## config.mk

```make
export PLATFORM = sky130hd
export DESIGN_NAME = fp_alu_host_driver_flat
export DESIGN_NICKNAME = d
export VERILOG_FILES = /design/src/rtl/fp_alu_host_driver_if.sv /design/src/rtl/fp_alu_host_driver.sv /design/src/flat_wrapper.sv
export SDC_FILE = /design/constraint.sdc
export NUM_CORES = 1
export LEC_CHECK = 0
export ABC_AREA = 1
export CAP_MARGIN = 40
export CELL_PAD_IN_SITES_DETAIL_PLACEMENT = 2
export CELL_PAD_IN_SITES_GLOBAL_PLACEMENT = 2
export CORE_ASPECT_RATIO = 1.25
export CORE_MARGIN = 2
export CORE_UTILIZATION = 32
export DETAILED_ROUTE_END_ITERATION = 10
export DONT_BUFFER_PORTS = 1
export HOLD_SLACK_MARGIN = 0.08
export PLACE_DENSITY_LB_ADDON = 0.1
export SETUP_SLACK_MARGIN = 0.4
export SYNTH_ARGS = -nofsm -noshare
export SYNTH_HDL_FRONTEND = slang
export SYNTH_SLANG_ARGS = --single-unit
```

## constraint.sdc

```tcl
create_clock -name clk -period 5.4 [get_ports clk]
set_input_delay 0.81 -clock clk [delete_from_list [all_inputs] [get_ports clk]]
set_output_delay 0.81 -clock clk [all_outputs]
set_load 0.02 [all_outputs]
```

## src/rtl/fp_alu_host_driver_if.sv

```systemverilog
// rtl/fp_alu_host_driver_if.sv - request/response and ALU pin bundle for the FP ALU host driver
interface fp_alu_host_driver_if;
    logic        req_valid;
    logic        req_ready;
    logic [1:0]  req_opcode;
    logic [31:0] req_a;
    logic [31:0] req_b;

    logic        rsp_valid;
    logic        rsp_ready;
    logic [31:0] rsp_result;
    logic        rsp_timeout;
    logic [3:0]  rsp_state;
    logic        busy;

    logic [7:0]  alu_in;
    logic [1:0]  alu_opcode;
    logic        alu_start;
    logic [7:0]  alu_out;
    logic        alu_done;
    logic [3:0]  alu_state;

    modport master (
        input  req_valid, req_opcode, req_a, req_b,
        input  rsp_ready,
        input  alu_out, alu_done, alu_state,
        output req_ready,
        output rsp_valid, rsp_result, rsp_timeout, rsp_state, busy,
        output alu_in, alu_opcode, alu_start
    );

    modport slave (
        output req_valid, req_opcode, req_a, req_b,
        output rsp_ready,
        output alu_out, alu_done, alu_state,
        input  req_ready,
        input  rsp_valid, rsp_result, rsp_timeout, rsp_state, busy,
        input  alu_in, alu_opcode, alu_start
    );
endinterface

```

## src/rtl/fp_alu_host_driver.sv

```systemverilog
// rtl/fp_alu_host_driver.sv - host initiator serialising operands to the byte-wide FP ALU and collecting its result
module fp_alu_host_driver #(
    parameter int TIMEOUT_CYCLES = 1024
) (
    input  logic                  clk,
    input  logic                  rst,
    fp_alu_host_driver_if.master  bus
);

    localparam int            TW       = $clog2(TIMEOUT_CYCLES + 1);
    localparam logic [TW-1:0] TMO_LAST = TW'(TIMEOUT_CYCLES - 1);
    localparam logic [TW-1:0] TMO_SAT  = {TW{1'b1}};

    typedef enum logic [2:0] {
        S_IDLE  = 3'd0,
        S_START = 3'd1,
        S_SEND  = 3'd2,
        S_WAIT  = 3'd3,
        S_RECV  = 3'd4,
        S_RESP  = 3'd5
    } state_t;

    state_t      r_state;
    state_t      w_next;

    logic [31:0] r_a;
    logic [31:0] r_b;
    logic [1:0]  r_opcode;
    logic [31:0] r_result;
    logic        r_timeout;
    logic [3:0]  r_rsp_state;
    logic [2:0]  r_byte_cnt;
    logic [TW-1:0] r_tmo_cnt;

    logic [63:0] w_operands;
    logic [1:0]  w_recv_idx;
    logic        w_last_byte;
    logic        w_last_recv;
    logic        w_tmo_hit;

    assign w_operands  = {r_b, r_a};
    assign w_recv_idx  = r_byte_cnt[1:0] + 2'd1;
    assign w_last_byte = (r_byte_cnt == 3'd7);
    assign w_last_recv = (r_byte_cnt == 3'd2);
    // The last WAIT cycle is the one whose count is TIMEOUT_CYCLES-1, so RESP
    // lands exactly TIMEOUT_CYCLES cycles after WAIT entry.
    assign w_tmo_hit   = (r_tmo_cnt >= TMO_LAST);

    always_ff @(posedge clk or posedge rst) begin
        if (rst) begin
            r_state <= S_IDLE;
        end else begin
            r_state <= w_next;
        end
    end

    always_comb begin
        w_next          = r_state;
        bus.req_ready   = 1'b0;
        bus.rsp_valid   = 1'b0;
        bus.rsp_result  = 32'd0;
        bus.rsp_timeout = 1'b0;
        bus.rsp_state   = 4'd0;
        bus.busy        = (r_state != S_IDLE);
        bus.alu_in      = 8'd0;
        bus.alu_opcode  = 2'd0;
        bus.alu_start   = 1'b0;
        case (r_state)
            S_IDLE: begin
                bus.req_ready = 1'b1;
                if (bus.req_valid) begin
                    w_next = S_START;
                end
            end
            S_START: begin
                bus.alu_start  = 1'b1;
                bus.alu_opcode = r_opcode;
                w_next         = S_SEND;
            end
            S_SEND: begin
                bus.alu_opcode = r_opcode;
                bus.alu_in     = w_operands[{r_byte_cnt, 3'b000} +: 8];
                if (w_last_byte) begin
                    w_next = S_WAIT;
                end
            end
            S_WAIT: begin
                bus.alu_opcode = r_opcode;
                if (bus.alu_done) begin
                    w_next = S_RECV;
                end else if (w_tmo_hit) begin
                    w_next = S_RESP;
                end
            end
            S_RECV: begin
                bus.alu_opcode = r_opcode;
                if (w_last_recv) begin
                    w_next = S_RESP;
                end
            end
            S_RESP: begin
                bus.rsp_valid   = 1'b1;
                bus.rsp_result  = r_result;
                bus.rsp_timeout = r_timeout;
                bus.rsp_state   = r_rsp_state;
                if (bus.rsp_ready) begin
                    w_next = S_IDLE;
                end
            end
            default: begin
                w_next = S_IDLE;
            end
        endcase
    end

    always_ff @(posedge clk or posedge rst) begin
        if (rst) begin
            r_a         <= 32'd0;
            r_b         <= 32'd0;
            r_opcode    <= 2'd0;
            r_result    <= 32'd0;
            r_timeout   <= 1'b0;
            r_rsp_state <= 4'd0;
            r_byte_cnt  <= 3'd0;
            r_tmo_cnt   <= '0;
        end else begin
            case (r_state)
                S_IDLE: begin
                    if (bus.req_valid) begin
                        r_a      <= bus.req_a;
                        r_b      <= bus.req_b;
                        r_opcode <= bus.req_opcode;
                    end
                end
                S_START: begin
                    r_byte_cnt <= 3'd0;
                end
                S_SEND: begin
                    // Wraps 7 -> 0, leaving the counter ready for RECV.
                    r_byte_cnt <= r_byte_cnt + 3'd1;
                    if (w_last_byte) begin
                        r_tmo_cnt <= '0;
                    end
                end
                S_WAIT: begin
                    if (r_tmo_cnt != TMO_SAT) begin
                        r_tmo_cnt <= r_tmo_cnt + 1'b1;
                    end
                    if (bus.alu_done) begin
                        r_result    <= {24'd0, bus.alu_out};
                        r_rsp_state <= bus.alu_state;
                        r_byte_cnt  <= 3'd0;
                    end else if (w_tmo_hit) begin
                        r_result  <= 32'd0;
                        r_timeout <= 1'b1;
                    end
                end
                S_RECV: begin
                    r_result[{w_recv_idx, 3'b000} +: 8] <= bus.alu_out;
                    r_byte_cnt <= r_byte_cnt + 3'd1;
                end
                S_RESP: begin
                    if (bus.rsp_ready) begin
                        r_result    <= 32'd0;
                        r_timeout   <= 1'b0;
                        r_rsp_state <= 4'd0;
                        r_opcode    <= 2'd0;
                    end
                end
                default: begin
                    r_byte_cnt <= 3'd0;
                end
            endcase
        end
    end

endmodule
```

## src/flat_wrapper.sv

```systemverilog
// flat-port wrapper written by rule: the top's interface ports become plain ports
module fp_alu_host_driver_flat 
#(
    parameter int TIMEOUT_CYCLES = 1024
)
  (clk, rst, bus_req_valid, bus_req_opcode, bus_req_a, bus_req_b, bus_rsp_ready, bus_alu_out, bus_alu_done, bus_alu_state, bus_req_ready, bus_rsp_valid, bus_rsp_result, bus_rsp_timeout, bus_rsp_state, bus_busy, bus_alu_in, bus_alu_opcode, bus_alu_start);
  fp_alu_host_driver_if bus_i ();
  input  logic clk;
  input  logic rst;
  input wire logic [$bits(bus_i.req_valid)-1:0] bus_req_valid;
  input wire logic [$bits(bus_i.req_opcode)-1:0] bus_req_opcode;
  input wire logic [$bits(bus_i.req_a)-1:0] bus_req_a;
  input wire logic [$bits(bus_i.req_b)-1:0] bus_req_b;
  input wire logic [$bits(bus_i.rsp_ready)-1:0] bus_rsp_ready;
  input wire logic [$bits(bus_i.alu_out)-1:0] bus_alu_out;
  input wire logic [$bits(bus_i.alu_done)-1:0] bus_alu_done;
  input wire logic [$bits(bus_i.alu_state)-1:0] bus_alu_state;
  output wire logic [$bits(bus_i.req_ready)-1:0] bus_req_ready;
  output wire logic [$bits(bus_i.rsp_valid)-1:0] bus_rsp_valid;
  output wire logic [$bits(bus_i.rsp_result)-1:0] bus_rsp_result;
  output wire logic [$bits(bus_i.rsp_timeout)-1:0] bus_rsp_timeout;
  output wire logic [$bits(bus_i.rsp_state)-1:0] bus_rsp_state;
  output wire logic [$bits(bus_i.busy)-1:0] bus_busy;
  output wire logic [$bits(bus_i.alu_in)-1:0] bus_alu_in;
  output wire logic [$bits(bus_i.alu_opcode)-1:0] bus_alu_opcode;
  output wire logic [$bits(bus_i.alu_start)-1:0] bus_alu_start;
  assign bus_i.req_valid = bus_req_valid;
  assign bus_i.req_opcode = bus_req_opcode;
  assign bus_i.req_a = bus_req_a;
  assign bus_i.req_b = bus_req_b;
  assign bus_i.rsp_ready = bus_rsp_ready;
  assign bus_i.alu_out = bus_alu_out;
  assign bus_i.alu_done = bus_alu_done;
  assign bus_i.alu_state = bus_alu_state;
  assign bus_req_ready = bus_i.req_ready;
  assign bus_rsp_valid = bus_i.rsp_valid;
  assign bus_rsp_result = bus_i.rsp_result;
  assign bus_rsp_timeout = bus_i.rsp_timeout;
  assign bus_rsp_state = bus_i.rsp_state;
  assign bus_busy = bus_i.busy;
  assign bus_alu_in = bus_i.alu_in;
  assign bus_alu_opcode = bus_i.alu_opcode;
  assign bus_alu_start = bus_i.alu_start;
  fp_alu_host_driver #(.TIMEOUT_CYCLES(TIMEOUT_CYCLES)) u_core (.clk(clk), .rst(rst), .bus(bus_i));
endmodule
```

==> run_results.csv <==
group,metric,value,unit
pwr,p_total,3.86,mW
synthesis,seq_area_frac_synth,0.451,
detailed_routing,via_per_inst,5.05,
clock_tree,cts_setup_buffers,0,
timing,worst_slack,2060,ps
clock_tree,cts_tree,"yes",
critical_path,cp.required,4590,ps
timing,setup_viol,0,
floorplan,rows,59,
critical_path,end_kind,"output port",
detailed_routing,drcViolationCount,0,
cells_and_area,nFillCells,2416,
detailed_routing,via_count,5966,
timing,hold_viol,0,
cells_and_area,final_nets,985,
synthesis,syn_area_per_cell,7.25,µm²
critical_path,critPathArrivalTime,2530,ps
detailed_routing,routed_wl,21900,µm
global_routing,antenna_found_initial,0,
timing,finalClockSkew,8.23,ps
timing,drv_slew,0,
floorplan,die_h,165,µm
place,gp_congestion,0.760,
place,hpwl,15700,µm
timing,slew_headroom,0.407,
floorplan,ioPinCount,134,
timing,clock.fmax,0.299,GHz
clock_tree,cts_buffers,17,
pwr,p_leak,3.57,nW
synthesis,synth_edf_count,0,
status,status,"finished, final reports clean",
timing,fin_hold_ws,284,ps
global_routing,grt_overflow_total,0,
timing,post-route-period-util,0.619,
floorplan,die_w,133,µm
synthesis,ys_ff_latch,120,
global_routing,grt.total_usage,0.209,
cells_and_area,area_growth,11.3,%
clock_tree,cts_max_path_buffers,2,
place,place_ws,2390,ps
timing,rsz0062_at_grt,"no",
place,io_buffers,0,
clock_tree,htreeDepth,4,
clock_tree,clk_latency,420,ps
synthesis,syn_nets,1009,
global_routing,grt_first_pass_wirelength,36300,µm
timing,fin_crit,3340,ps
min_path,hold_path_class,"input pin to asynchronous set/reset pin",
cells_and_area,drive_gt1_frac,0.0749,
clock_tree,clock-sinks,120,
synthesis,synthFlopType,"dfrtp_1",
critical_path,crit_path_start_kind,"flop",
detailed_routing,drt_pass1_iterations,4,
cells_and_area,n_antenna_cell,0,
global_routing,grt_max_degree,64,
clock_tree,clockRootBuffer,"clkbuf_16",
floorplan,start_util,0.323,
critical_path,cp_max_fo,35,
critical_path,path_class,"flop to output port",
synthesis,yosys_warnings,0,
synthesis,syn_area,6660,µm²
pwr,powerDensity,521,nW/µm²
synthesis,netlist_instances,919,
detailed_routing,drt-wirelength-per-cell,18.5,µm
cells_and_area,multi_input_area,3000,µm²
synthesis,synth.distinct_cells,36,
synthesis,async_flop_share,1.00,
floorplan,fp.coreArea,20600,µm²
detailed_routing,first_iter_violations,261,
global_routing,grt_pass1_vias,6631,
clock_tree,clk_pin_slew,60,ps
timing,tightest_slew,888,ps
pwr,vdd_drop_max,0.000227,V
job,max-cap-violations,0,
clock_tree,cts_resized,0,
cells_and_area,register_area,3000,µm²
clock_tree,ctsHoldBuffers,0,
detailed_routing,ant_nets,0,
timing,fin_setup_tns,0,ps
floorplan,die_area,22000,µm²
[report_power, final]
| group | switching [mW] | internal (mW) | total [mW] | leakage (nW) |
|---|---|---|---|---|
| Clock | 0.449 | 0.635 | 1.08 | 0.267 |
| Sequential | 0.147 | 1.21 | 1.35 | 1.55 |
| Combinational | 1.05 | 0.378 | 1.42 | 1.75 |
| Total | 1.64 | 2.22 | 3.86 | 3.57 |
[cell usage after synthesis, types with 2 or more instances]
cell type	n	area, µm²
nand4_1	12	75.1
buf_6	3	33.8
clkbuf_1	27	101
o21ai_1	14	70.1
o21ai_0	117	586
or2_2	3	18.8
nand2_2	2	12.5
inv_2	6	22.5
clkinv_1	4	15.0
a21oi_1	25	125
nor2_4	4	45.0
inv_1	102	383
dfrtp_1	120	3000
ha_1	7	87.6
o21ai_2	3	26.3
buf_4	6	45.0
nand3_4	3	52.6
nor2_2	2	12.5
o211ai_1	9	67.6
buf_1	6	22.5
nor2_1	58	218
buf_2	7	35.0
and3_1	8	50.1
nand3_1	76	380
nand2_1	284	1070
[per-stage QoR]
stage	util	instance area, µm²	instances
5_1_grt	0.360	7410	1182
4_1_cts	0.360	7410	1182
3_5_place_dp	0.333	6860	1150
3_3_place_gp	0.330	6800	1148
2_1_floorplan	-	6660	919
6_report	0.360	7410	1182
[worst max-delay path, stage by stage, from the launching register on]
cell,delay (ps)
dfrtp_1,490
inv_1,140
nand2_2,100
nor2_4,690
inv_2,150
nand2_1,120
inv_1,70
nand2_1,130
nand2_1,70
inv_1,160
[state kept, by name, indices dropped and copies added, names as in the netlist]
signal	flops
u_core.r_opcode	2
u_core.r_tmo_cnt	11
u_core.r_state	3
u_core.r_byte_cnt	3
u_core.r_b	32
u_core.r_timeout	1
u_core.r_result	32
u_core.r_rsp_state	4
u_core.r_a	32
[cells in the final DEF, fill, tap and decap left out, drive strengths merged, types with 8 or more instances in the layout]
master / instances
nor2: 64
and3: 8
clkinv: 11
nand2: 287
clkbuf: 18
dfrtp: 120
nand4: 13
inv: 111
a21oi: 26
o21ai: 134
o211ai: 9
nand3: 80
[per-layer routing]
metal	part of all wire	GRT usage	vias up
li1	-	-	2885
met1	0.42	0.246	2955
met2	0.52	0.377	113
met3	0.052	0.0583	13
met4	0.0097	0.0533	0
met5	0	0	-
[kinds of logic after synthesis]
group | after synthesis | synth area share
XOR/XNOR | 1 | 0.00132
AND/OR/NAND/NOR | 457 | 0.299
buffers and inverters | 162 | 0.0995
AO/OA/AOI/OAI | 172 | 0.136
flip-flops | 120 | 0.451
adder cells (fa/ha/maj) | 7 | 0.0131
[final cells by class]
| cell class | count | area share |
|---|---|---|
| Clock buffer | 18 | 0.0579 |
| Inverter | 112 | 0.0571 |
| Sequential cell | 120 | 0.405 |
| Tap cell | 274 | 0.0463 |
| Timing Repair Buffer | 7 | 0.0125 |
| Multi-Input combinational cell | 637 | 0.404 |
| Clock inverter | 14 | 0.0169 |
[final timing paths]
| kind | end | depth (start not counted) | start | slack (ps) |
|---|---|---|---|---|
| max | bus_alu_opcode[0] | 9 | u_core.r_state[0] | 2060 |
| min | u_core.r_tmo_cnt[9] | 1 | rst | 280 |
| max reg2reg | u_core.r_result[27] | 9 | u_core.r_byte_cnt[1] | 2320 |
| min reg2reg | u_core.r_result[17] | 2 | u_core.r_result[17] | 480 |
| max in group asynchronous | u_core.r_byte_cnt[2] | 3 | rst | 3860 |
| min in group clk | u_core.r_result[17] | 2 | u_core.r_result[17] | 480 |
Note: power is estimated with default switching activity, not from simulation.
